File: src/rtl/rf_pkg.sv
// Register-file wide constants and types shared by the issue stage and the register file.
package rf_pkg;

   localparam int unsigned DATA_WIDTH = 32;
   localparam int unsigned NUM_REGS   = 32;
   localparam int unsigned ADDR_WIDTH = $clog2(NUM_REGS);

   typedef logic [ADDR_WIDTH-1:0] reg_addr_t;
   typedef logic [DATA_WIDTH-1:0] reg_data_t;

endpackage

File: src/rtl/reg_scoreboard.sv
// Per-register busy vector: clears from writeback ports, one set from issue, combinational queries.
module reg_scoreboard
   import rf_pkg::*;
#(
   parameter int unsigned CLR_PORTS   = 1,
   parameter int unsigned QUERY_PORTS = 3
) (
   input  logic                                  clk,
   input  logic                                  rst,
   input  logic [CLR_PORTS-1:0]                  clr_en,
   input  logic [CLR_PORTS-1:0][ADDR_WIDTH-1:0]  clr_addr,
   input  logic                                  set_en,
   input  logic [ADDR_WIDTH-1:0]                 set_addr,
   input  logic [QUERY_PORTS-1:0][ADDR_WIDTH-1:0] query_addr,
   output logic [QUERY_PORTS-1:0]                query_busy_c
);

   logic [NUM_REGS-1:0] busy_q;
   logic [NUM_REGS-1:0] busy_d;

   // Clears first so a same-cycle set of the same register wins; r0 never busy.
   always_comb begin
      busy_d = busy_q;
      for (int unsigned p = 0; p < CLR_PORTS; p++) begin
         if (clr_en[p]) busy_d[clr_addr[p]] = 1'b0;
      end
      if (set_en) busy_d[set_addr] = 1'b1;
      busy_d[0] = 1'b0;
   end

   always_ff @(posedge clk) begin
      if (rst) busy_q <= '0;
      else     busy_q <= busy_d;
   end

   always_comb begin
      query_busy_c = '0;
      for (int unsigned q = 0; q < QUERY_PORTS; q++) begin
         query_busy_c[q] = busy_q[query_addr[q]];
      end
   end

endmodule

File: src/rtl/operand_fetch.sv
// Operand fetch stage: scoreboarded register reads into a one-entry valid/ready output register.
// Optional writeback-to-operand bypass enabled by defining OPERAND_FETCH_BYPASS_EN.
module operand_fetch
   import rf_pkg::*;
#(
   parameter int unsigned READ_PORTS  = 2,
   parameter int unsigned WRITE_PORTS = 1
) (
   input  logic                                   clk,
   input  logic                                   rst,
   input  logic                                   in_valid,
   output logic                                   in_ready,
   input  logic [READ_PORTS-1:0][ADDR_WIDTH-1:0]  in_src_addrs,
   input  logic [ADDR_WIDTH-1:0]                  in_dst_addr,
   input  logic                                   in_dst_en,
   output logic [READ_PORTS-1:0][ADDR_WIDTH-1:0]  rf_read_addrs,
   input  logic [READ_PORTS-1:0][DATA_WIDTH-1:0]  rf_read_data,
   input  logic [WRITE_PORTS-1:0]                 wb_valid,
   input  logic [WRITE_PORTS-1:0][ADDR_WIDTH-1:0] wb_addr,
   input  logic [WRITE_PORTS-1:0][DATA_WIDTH-1:0] wb_data,
   output logic                                   out_valid,
   input  logic                                   out_ready,
   output logic [READ_PORTS-1:0][DATA_WIDTH-1:0]  out_operands,
   output logic [ADDR_WIDTH-1:0]                  out_dst_addr,
   output logic                                   out_dst_en
);

   logic [READ_PORTS:0][ADDR_WIDTH-1:0] query_addr;
   logic [READ_PORTS:0]                 query_busy;
   logic [READ_PORTS-1:0]               byp_hit;
   logic [READ_PORTS-1:0][DATA_WIDTH-1:0] byp_data;
   logic [READ_PORTS-1:0]               src_hazard;
   logic [READ_PORTS-1:0][DATA_WIDTH-1:0] operand_sel;
   logic                                dst_hazard;
   logic                                accept;
   logic                                set_en;

   assign rf_read_addrs = in_src_addrs;
   assign query_addr    = {in_dst_addr, in_src_addrs};

   reg_scoreboard #(
      .CLR_PORTS   (WRITE_PORTS),
      .QUERY_PORTS (READ_PORTS + 1)
   ) u_scoreboard (
      .clk          (clk),
      .rst          (rst),
      .clr_en       (wb_valid),
      .clr_addr     (wb_addr),
      .set_en       (set_en),
      .set_addr     (in_dst_addr),
      .query_addr   (query_addr),
      .query_busy_c (query_busy)
   );

`ifdef OPERAND_FETCH_BYPASS_EN
   // Highest matching writeback port wins, mirroring register file write order.
   always_comb begin
      byp_hit  = '0;
      byp_data = '0;
      for (int unsigned i = 0; i < READ_PORTS; i++) begin
         for (int unsigned p = 0; p < WRITE_PORTS; p++) begin
            if (wb_valid[p] && (wb_addr[p] == in_src_addrs[i])) begin
               byp_hit[i]  = 1'b1;
               byp_data[i] = wb_data[p];
            end
         end
      end
   end
`else
   logic unused_wb_data;
   assign unused_wb_data = ^wb_data;
   assign byp_hit        = '0;
   assign byp_data       = '0;
`endif

   always_comb begin
      src_hazard  = '0;
      operand_sel = '0;
      for (int unsigned i = 0; i < READ_PORTS; i++) begin
         if (in_src_addrs[i] == '0)  operand_sel[i] = '0;
         else if (byp_hit[i])        operand_sel[i] = byp_data[i];
         else                        operand_sel[i] = rf_read_data[i];
         src_hazard[i] = query_busy[i] && (in_src_addrs[i] != '0) && !byp_hit[i];
      end
   end

   // One busy bit per register, so a second writer must wait for the first to retire.
   assign dst_hazard = in_dst_en && (in_dst_addr != '0) && query_busy[READ_PORTS];
   assign in_ready   = (!out_valid || out_ready) && !(|src_hazard) && !dst_hazard;
   assign accept     = in_valid && in_ready;
   assign set_en     = accept && in_dst_en && (in_dst_addr != '0);

   always_ff @(posedge clk) begin
      if (rst) begin
         out_valid    <= 1'b0;
         out_operands <= '0;
         out_dst_addr <= '0;
         out_dst_en   <= 1'b0;
      end else if (accept) begin
         out_valid    <= 1'b1;
         out_operands <= operand_sel;
         out_dst_addr <= in_dst_addr;
         out_dst_en   <= in_dst_en;
      end else if (out_ready) begin
         out_valid    <= 1'b0;
      end
   end

endmodule

File: config.mk
export PLATFORM = sky130hd
export DESIGN_NAME = operand_fetch
export DESIGN_NICKNAME = d
export VERILOG_FILES = /design/src/rtl/rf_pkg.sv /design/src/rtl/reg_scoreboard.sv /design/src/rtl/operand_fetch.sv
export SDC_FILE = /design/constraint.sdc
export NUM_CORES = 1
export LEC_CHECK = 0
export CAP_MARGIN = 10
export CORE_MARGIN = 5
export CORE_UTILIZATION = 30
export DETAILED_ROUTE_END_ITERATION = 7
export GPL_TIMING_DRIVEN = 0
export PLACE_DENSITY = 0.58
export SYNTH_ARGS = -nofsm -noshare
export SYNTH_HDL_FRONTEND = slang
export SYNTH_SLANG_ARGS = --single-unit
File: constraint.sdc
create_clock -name clk -period 2.8 [get_ports clk]
set_clock_uncertainty 0.2 [all_clocks]
set_input_delay 0.28 -clock clk [delete_from_list [all_inputs] [get_ports clk]]
set_output_delay 0.28 -clock clk [all_outputs]
set_load 0.02 [all_outputs]
==> results of run 1 <==
## through the flow
step | TNS [ns] | power [uW]
floorplan | 0 | 1990
global placement | -44.93 | 2360
detailed placement | -45.74 | 2370
CTS | 0 | 3730
global route | -0.535 | 3860
finish | 0 | 3690
## tightest hold or removal path: cells and delay by family
family / cells / cell delay, ns
buffers and inverters: 1 / 0.20
multiplexers: 1 / 0.07
AND/OR/NAND/NOR: 1 / 0.12
## state kept, by name, summed over array words and instances (netlist names)
register,cells
out_operands,64
out_dst_en,1
out_dst_addr,5
out_valid,1
u_scoreboard.busy_q,31
## synthesized netlist by cell type, drive strengths merged
library cell and number:
and3 1, and2 1, o22ai 34, mux4 15, o31ai 1, mux2i 84, nor3b 1, o311a 1
a31oi 1, buf 28, nand2 69, nor2 9, nand4b 1, nand2b 80, inv 3, a221oi 1
o311ai 1, mux2 3, clkbuf 27, dfxtp 102, nand4 2, nor2b 1, nand3b 15, and3b 1
a21oi 4, a311oi 2, o21ai 35, nor3 4, a22oi 1, nand3 7, or3 34, or3b 6
and4 1
## area by class of cell
type | instances | area [sq um] | area share [%]
Multi-Input combinational cell | 416 | 3020 | 39.5
Sequential cell | 102 | 2040 | 26.7
Timing Repair Buffer | 168 | 1660 | 21.8
Buffer | 55 | 309 | 4.04
Tap cell | 225 | 282 | 3.68
Clock buffer | 9 | 225 | 2.95
Clock inverter | 7 | 88.8 | 1.16
Inverter | 3 | 11.3 | 0.147
## where the power goes
part	switching, uW	total [uW]	internal (uW)
clock	569	1350	779
sequential	39.5	1560	1520
combinational	384	780	396
total	992	3690	2700
## per-layer routing
layer | track usage [%] | routed length [um] | vias to the layer above | part of all wire [%]
met3 | 6.97 | 1640 | 19 | 9.5
li1 | - | - | 2389 | -
met2 | 27.4 | 8230 | 165 | 48
met5 | 0 | 0 | - | 0
met1 | 20.5 | 7050 | 2299 | 41
met4 | 4.75 | 215 | 0 | 1.3
## what timing repair did
item / CTS / global route
cloned: 0 / 0
pin swaps: 1 / 3
hold endpoints to repair: 0 / 0
gates resized for setup: 11 / 20
buffers inserted: 4 / 0
endpoints found under the setup margin: 91 / 92
## final timing paths
| kind | startpoint | end |
|---|---|---|
| hold / removal | in_dst_addr[2] | out_dst_addr[2] |
| setup reg to reg | u_scoreboard.busy_q[1] | out_operands[24] |
| setup / recovery | in_dst_addr[3] | in_ready |
| hold reg to reg | out_operands[63] | out_operands[63] |
## cells by family (layout without fill, tap and decap cells)
group	after synthesis	in the layout
AND/OR/NAND/NOR	233	233
AO/OA/AOI/OAI	81	81
flip-flops	102	102
multiplexers	102	102
buffers and inverters	58	242
==> results.py, run 1 <==
metrics = {
    "detailed_routing": {
        "drcViolationCount": 0,
        "num_vias": 4872,
        "via_per_inst": 4.95,
        "final_antenna_net_count": 0,
        "drt-total-wl_mm": 17.1,
        "drtIter0Drc": 348,
        "wl_per_cell_um": 17.4,
        "first_pass_iters": 4,
    },
    "pwr": {
        "p_leak_uw": 0.00298,
        "ir_worst_vdd_v": 0.000293,
        "p_per_area_nw_per_um2": 483,
    },
    "sta": {
        "setup-violations-final": 0,
        "fmax_mhz": 370,
        "post-route-min-period_ns": 2.70,
        "holdWs_ns": 0.177,
        "rsz0062_at_grt": "yes",
        "tightest_slew_ns": 0.807,
        "slew_violations": 0,
        "finalCritPeriodShare_pct": 96.6,
        "hold_viol": 0,
        "slew_headroom_pct": 46.2,
        "finalWorstSetupSlack_ns": 0.0960,
    },
    "floorplan": {
        "initial_core_util_pct": 30.6,
        "fp.dieH_um": 143,
        "core_sq_um": 17400,
        "rows": 48,
        "die_x_um": 143,
        "die_area_sq_um": 20500,
        "design.portCount": 204,
    },
    "final_layout": {
        "fin_area_sq_um": 7640,
        "fill_cells": 1698,
        "syn2layout_area_growth_pct": 43.8,
        "final_common_cell": "clkdlybuf4s50_1",
        "finish.net_count": 877,
        "finalNonFillerCells": 985,
        "antenna_cells": 0,
        "final_util_pct": 44.0,
        "layout_common_cells": "clkdlybuf4s50_1, dfxtp_1, mux2i_1",
        "drive_above_1_share_pct": 11.1,
    },
    "setup_path": {
        "worstRegToRegCells": 11,
        "crit_family": "simple AND/OR/NAND/NOR gates",
        "worst-path-buf-inv": 2,
        "slowest_delay_ns": 0.56,
        "r2r_slack_ns": 0.15,
        "worstSetupPathType": "primary input to output pin",
        "cp_cell_sequence": "clkdlybuf4s50_1, or3b_2, o21ai_0, nor2_1, o22ai_1, o21ai_1, and2_1, buf_2",
        "worstPathRequired_ns": 2.32,
        "cp_max_fo": 6,
        "slowest_stage": "or3b_2",
        "endpoint_kind": "output pin",
        "crit_path_start_kind": "primary input",
        "cp.arrival_ns": 2.22,
        "cp.depth": 8,
    },
    "placed_design": {
        "placedInstanceArea_sq_um": 7240,
        "dp_slack_ns": -0.694,
        "placed_cells": 965,
        "gp_congestion": 0.851,
        "dp_hpwl_mm": 13.0,
        "portBuffers": 164,
    },
    "grt": {
        "antenna_found_initial": 0,
        "track_usage_pct": 16.8,
        "grt_pass1_vias": 5094,
        "grt_pass1_wl_mm": 27.2,
        "grt_overflow": 0,
        "grt_max_degree": 17,
    },
    "run": {
        "maxCapViolCount": 0,
    },
    "yosys": {
        "synthMuxAreaShare_pct": 22.8,
        "synth_xor_area_share_pct": 0,
        "yosysSeqAreaShare_pct": 38.4,
        "synth_top_area_cell": "dfxtp_1",
        "synth_seq_cells": 102,
        "synth_fa_ha_area_share_pct": 0,
        "synthCells": 576,
        "synth-compound-area-share_pct": 8.92,
        "synth_area_sq_um": 5320,
        "synth_top_area_share_pct": 38.4,
        "synth.distinct_cells": 37,
        "synthTopCellsByArea": "dfxtp_1, mux2i_1, nand2b_1, mux4_2, nand2_1",
        "ys_warn_count": 0,
        "synth_top_family_by_area": "simple AND/OR/NAND/NOR gates",
        "synth_simple_gate_area_share_pct": 24.3,
        "synth_area_per_cell_sq_um": 9.23,
        "syn_nets": 698,
    },
    "clocking": {
        "cts_tree": "built",
        "cts_buffers": 9,
        "cts_max_level": 3,
        "cts_buffer_depth": 2,
        "clk_latency_ns": 0.35,
        "clk_pin_slew_ns": 0.07,
        "cts.sinks": 102,
        "cts-root-buf": "clkbuf_16",
        "postCtsHoldBufs": 0,
    },
    "min_path": {
        "holdCritPathClass": "primary input to flop",
        "whs_path_depth": 3,
    },
    "outcome": {
        "status": "completed",
    },
}
(Power assumes the default switching activity.)
==> run 2: changes to the inputs <==
--- a/config.mk
+++ b/config.mk
@@ -7,10 +7,10 @@
 export LEC_CHECK = 0
 export CAP_MARGIN = 10
 export CORE_MARGIN = 5
-export CORE_UTILIZATION = 30
+export CORE_UTILIZATION = 40
 export DETAILED_ROUTE_END_ITERATION = 7
 export GPL_TIMING_DRIVEN = 0
-export PLACE_DENSITY = 0.58
+export PLACE_DENSITY = 0.74
 export SYNTH_ARGS = -nofsm -noshare
 export SYNTH_HDL_FRONTEND = slang
 export SYNTH_SLANG_ARGS = --single-unit
==> results.py, run 2 (synthesized netlist as in run 1, its figures left out) <==
metrics = {
    "setup_path": {
        "slowest_stage": "mux4_2",
        "timing.rr.start": "u_scoreboard.busy_q[3]",
        "cp.arrival_ns": 2.72,
        "cp_cell_sequence": "mux4_2, nor3b_1, a221oi_1, o21ai_1, o311a_1, buf_4, nand3_1, buf_4, buf_6, clkbuf_4, o22ai_1",
        "crit_path_start_kind": "flop",
        "slowest_delay_ns": 0.48,
        "cp_max_fo": 10,
        "endpoint_kind": "flop",
        "cpMostUsedCell": "buf_4",
        "crit_start": "u_scoreboard.busy_q[3]",
        "worst-path-buf-inv": 4,
        "crit_family": "buffers and inverters",
        "worstSetupPathType": "flop to flop",
        "worstPathRequired_ns": 2.87,
    },
    "grt": {
        "grt_max_degree": 15,
        "track_usage_pct": 19.6,
        "grt_pass1_vias": 5057,
        "grt_overflow": 0,
        "grt_pass1_wl_mm": 25.3,
        "antenna_found_initial": 0,
    },
    "sta": {
        "setup-violations-final": 0,
        "fmax_mhz": 378,
        "holdWs_ns": 0.208,
        "tightest_slew_ns": 0.703,
        "hold_viol": 0,
        "finalCritPeriodShare_pct": 94.5,
        "slew_headroom_pct": 53.1,
        "rsz0062_at_grt": "yes",
        "fin_tns_setup_ns": 0,
        "slew_violations": 0,
        "post-route-min-period_ns": 2.65,
    },
    "floorplan": {
        "core_sq_um": 13100,
        "die_x_um": 125,
        "design.portCount": 204,
        "fp.dieH_um": 125,
        "die_area_sq_um": 15700,
        "initial_core_util_pct": 40.5,
        "rows": 42,
    },
    "min_path": {
        "holdCritStartpoint": "in_dst_addr[2]",
        "holdCritPathClass": "primary input to flop",
    },
    "detailed_routing": {
        "drcViolationCount": 0,
        "wl_per_cell_um": 17.2,
        "wl_met2_mm": 7.79,
        "final_antenna_net_count": 0,
        "dr_wl_met3_mm": 1.49,
        "top_layer": "met4",
        "first_pass_iters": 5,
        "num_vias": 4949,
        "drtIter0Drc": 346,
        "met1_length_mm": 6.39,
        "drt-total-wl_mm": 16.1,
        "via_per_inst": 5.30,
    },
    "final_layout": {
        "layout_common_cells": "clkdlybuf4s50_1, dfxtp_1, mux2i_1",
        "multiInputGateArea_sq_um": 3020,
        "finish.net_count": 876,
        "antenna_cells": 0,
        "final_util_pct": 57.3,
        "syn2layout_area_growth_pct": 41.5,
        "drive_above_1_share_pct": 9.91,
        "largest_reg_flops": 64,
        "seqCellArea_sq_um": 2040,
        "reg.largest.list": "out_operands (64), u_scoreboard.busy_q (31), out_dst_addr (5)",
        "top_register": "out_operands",
        "finalNonFillerCells": 933,
        "fill_cells": 1194,
        "final_common_cell": "clkdlybuf4s50_1",
    },
    "clocking": {
        "clk_latency_ns": 0.35,
        "cts.sinks": 102,
        "cts_buffer_depth": 2,
        "cts_tree": "built",
        "cts_max_level": 3,
        "postCtsHoldBufs": 0,
        "clk_pin_slew_ns": 0.07,
        "cts_buffers": 9,
        "cts-root-buf": "clkbuf_16",
    },
    "placed_design": {
        "dp_hpwl_mm": 12.3,
        "placed_cells": 916,
        "gp_congestion": 0.870,
        "portBuffers": 164,
    },
    "outcome": {
        "status": "completed",
    },
    "pwr": {
        "p_leak_uw": 0.00295,
        "ir_worst_vdd_v": 0.000251,
        "p_per_area_nw_per_um2": 468,
    },
    "run": {
        "maxCapViolCount": 0,
    },
}
run 2: cell type report:
type | count | area share [%]
clock buffer | 13 | 3.59
sequential | 102 | 27.1
tap | 176 | 2.93
buffer | 55 | 3.99
clock inverter | 1 | 0.0665
timing repair buffer | 167 | 22.0
inverter | 3 | 0.150
multi-input combinational | 416 | 40.1
run 2: metrics by stage:
stage	setup slack [ns]	total power [uW]	cell area, sq um
5_1_grt	0.0000853	3650	7520
2_1_floorplan	0.402	1990	5320
3_3_place_gp	-0.623	2350	7180
4_1_cts	0.00000711	3540	7490
6_report	0.155	3520	7520
3_5_place_dp	-0.635	2360	7180
run 2: repair_timing:
item / in CTS / in global routing
endpoints found under the setup margin: 91 / 91
pin swaps: 1 / 2
resized for setup: 13 / 16
setup buffers: 3 / 0
hold endpoints to repair: 0 / 0
run 2: path summary, 6_finish.rpt:
kind                                  end  slack [ns]  cells past startpoint
setup / recovery  u_scoreboard.busy_q[17]        0.15                     11
hold reg to reg                out_dst_en        0.28                      2
hold / removal            out_dst_addr[2]        0.21                      3
setup reg to reg  u_scoreboard.busy_q[17]        0.15                     11
run 2: metal layers:
layer | track usage [%] | vias up
met4 | 8.23 | 0
met3 | 5.46 | 33
met2 | 32.8 | 229
met1 | 23.8 | 2300
met5 | 0 | -
li1 | - | 2387
run 2: worst reg2reg max path, delay by kind of cell (launching register included):
kind	cells	cell delay (ns)
flip-flops	1	0.36
AND/OR/NAND/NOR	2	0.26
AO/OA/AOI/OAI	4	0.59
buffers and inverters	4	0.67
multiplexers	1	0.49
run 2: report_power, final:
group / switching (uW) / internal (uW) / total (uW) / leakage, uW
registers: 40.4 / 1520 / 1560 / 0.000830
clock network: 521 / 665 / 1190 / 0.000138
logic: 379 / 394 / 773 / 0.00198
total: 941 / 2580 / 3520 / 0.00295
==> run 3: changes to the inputs <==
--- a/config.mk
+++ b/config.mk
@@ -6,7 +6,7 @@
 export NUM_CORES = 1
 export LEC_CHECK = 0
 export CAP_MARGIN = 10
-export CORE_MARGIN = 5
+export CORE_MARGIN = 1.5
 export CORE_UTILIZATION = 40
 export DETAILED_ROUTE_END_ITERATION = 7
 export GPL_TIMING_DRIVEN = 0
==> results.py, run 3 (synthesized netlist as in run 1, its figures left out) <==
metrics = {
    "setup_path": {
        "worstSetupPathType": "flop to flop",
        "timing.rr.start": "u_scoreboard.busy_q[16]",
        "worstReg2RegEnd": "out_operands[26]",
        "cp_max_fo": 10,
        "endpoint_kind": "flop",
        "crit_path_start_kind": "flop",
        "worstPathRequired_ns": 2.86,
        "cp.arrival_ns": 2.73,
        "worstRegToRegCells": 11,
        "r2r_slack_ns": 0.12,
    },
    "grt": {
        "grt_pass1_vias": 5208,
        "antenna_found_initial": 0,
        "track_usage_pct": 22.3,
        "grt_pass1_wl_mm": 25.2,
        "grt-busiest-layer": "met2",
        "met2_usage_pct": 38.7,
        "grtUsageMet1_pct": 25.1,
        "grt_max_degree": 15,
        "met3_usage_pct": 7.48,
        "grt_overflow": 0,
    },
    "clocking": {
        "cts_buffers": 9,
        "clk_latency_ns": 0.33,
        "postCtsHoldBufs": 0,
        "cts.sinks": 102,
        "cts_tree": "built",
        "cts-root-buf": "clkbuf_16",
        "cts_buffer_depth": 2,
        "clk_pin_slew_ns": 0.06,
        "cts_max_level": 3,
    },
    "sta": {
        "hold_viol": 0,
        "finalCritPeriodShare_pct": 95.6,
        "setup-violations-final": 0,
        "post-route-min-period_ns": 2.68,
        "slew_headroom_pct": 49.6,
        "tightest_slew_ns": 0.755,
        "slew_violations": 0,
        "finalWorstSetupSlack_ns": 0.123,
        "fin_tns_setup_ns": 0,
        "holdWs_ns": 0.195,
        "rsz0062_at_grt": "no",
        "fmax_mhz": 374,
    },
    "pwr": {
        "power_frac_comb_pct": 21.9,
        "internal_power_uw": 2590,
        "total_power_uw": 3520,
        "p_leak_uw": 0.00295,
        "p_per_area_nw_per_um2": 468,
        "power_switching_uw": 926,
        "pwr-share-seq_pct": 44.4,
        "swShare_pct": 26.3,
        "ir_worst_vdd_v": 0.000303,
        "power.share.clock_pct": 33.8,
    },
    "detailed_routing": {
        "final_antenna_net_count": 0,
        "drtIter0Drc": 243,
        "num_vias": 5004,
        "wl_per_cell_um": 16.7,
        "drt-total-wl_mm": 15.5,
        "first_pass_iters": 5,
        "drcViolationCount": 0,
        "via_per_inst": 5.37,
    },
    "floorplan": {
        "core_sq_um": 12800,
        "design.portCount": 204,
        "fp.dieH_um": 118,
        "die_x_um": 118,
        "initial_core_util_pct": 41.6,
        "die_area_sq_um": 14000,
        "rows": 41,
    },
    "final_layout": {
        "fin_area_sq_um": 7520,
        "top_register": "out_operands",
        "largest_reg_flops": 64,
        "drive_above_1_share_pct": 10.1,
        "finish.net_count": 877,
        "final_common_cell": "clkdlybuf4s50_1",
        "reg.largest.list": "out_operands (64), u_scoreboard.busy_q (31), out_dst_addr (5)",
        "antenna_cells": 0,
        "syn2layout_area_growth_pct": 41.4,
        "layout_common_cells": "clkdlybuf4s50_1, dfxtp_1, mux2i_1",
    },
    "placed_design": {
        "portBuffers": 164,
        "dp_hpwl_mm": 11.8,
        "gp_congestion": 0.871,
        "dp_slack_ns": -0.598,
        "placedInstanceArea_sq_um": 7170,
    },
    "run": {
        "maxCapViolCount": 0,
    },
    "outcome": {
        "status": "completed",
    },
    "min_path": {
        "whs_path_depth": 3,
        "holdCritPathClass": "primary input to flop",
        "holdCritStartpoint": "in_dst_addr[2]",
        "hold_path_end": "out_dst_addr[2]",
    },
}
[run 3: changes by cell type in the layout (fill, tap and decap cells not counted), sizes merged]
cell	before	now
clkbuf	41	45
clkinv	1	0
dlygate4sd2	1	2
dlymetal6s2s	1	0
[run 3: worst max path at each step]
stage               slack (ns)                    start                to
floorplan                 0.40          in_src_addrs[0]  out_operands[19]
global placement         -0.61          in_src_addrs[5]          in_ready
detailed placement       -0.60          in_src_addrs[5]          in_ready
CTS                       0.01           in_dst_addr[3]          in_ready
global route              0.01   u_scoreboard.busy_q[7]  out_operands[26]
finish                    0.12  u_scoreboard.busy_q[16]  out_operands[26]
[run 3: power groups by stage]
stage | sequential (uW) | combinational [uW] | clock (uW)
after global routing | 1570 | 822 | 1280
after global placement | 1590 | 752 | 0
after CTS | 1560 | 770 | 1210
final | 1560 | 770 | 1190
after floorplan | 1670 | 315 | 0
after detailed placement | 1590 | 760 | 0
[run 3: per-stage QoR]
stage	util [%]	instances
3_5_place_dp	56.2	912
3_3_place_gp	56.2	912
2_1_floorplan	-	576
6_report	58.9	932
5_1_grt	58.9	932
4_1_cts	58.7	932
[run 3: worst max-delay path, stage by stage (launching register included)]
cell and delay (ns):
dfxtp_1 0.35, mux4_2 0.48, a22oi_1 0.20, nand4_1 0.13
o21ai_1 0.10, o311a_1 0.25, buf_4 0.14, nand3_1 0.07
buf_4 0.17, buf_6 0.16, buf_6 0.16, mux2i_1 0.18
[run 3: repair_timing]
item                                    CTS  global route
endpoints found under the setup margin   65            91
pin swaps                                 1             2
buffers inserted                          4             0
resized for setup                        12            13
[run 3: cell type report]
type	instances	area [sq um]
Buffer	55	298
Clock buffer	16	282
Fill cell	1130	5260
Inverter	3	11.3
Multi-Input combinational cell	416	3010
Sequential cell	102	2040
Tap cell	172	215
Timing Repair Buffer	168	1660
[run 3: routing by layer]
layer,share of wire [%],up-vias
met5,0,-
li1,-,2390
met3,9.5,32
met4,2.5,0
met1,40,2345
met2,48,237
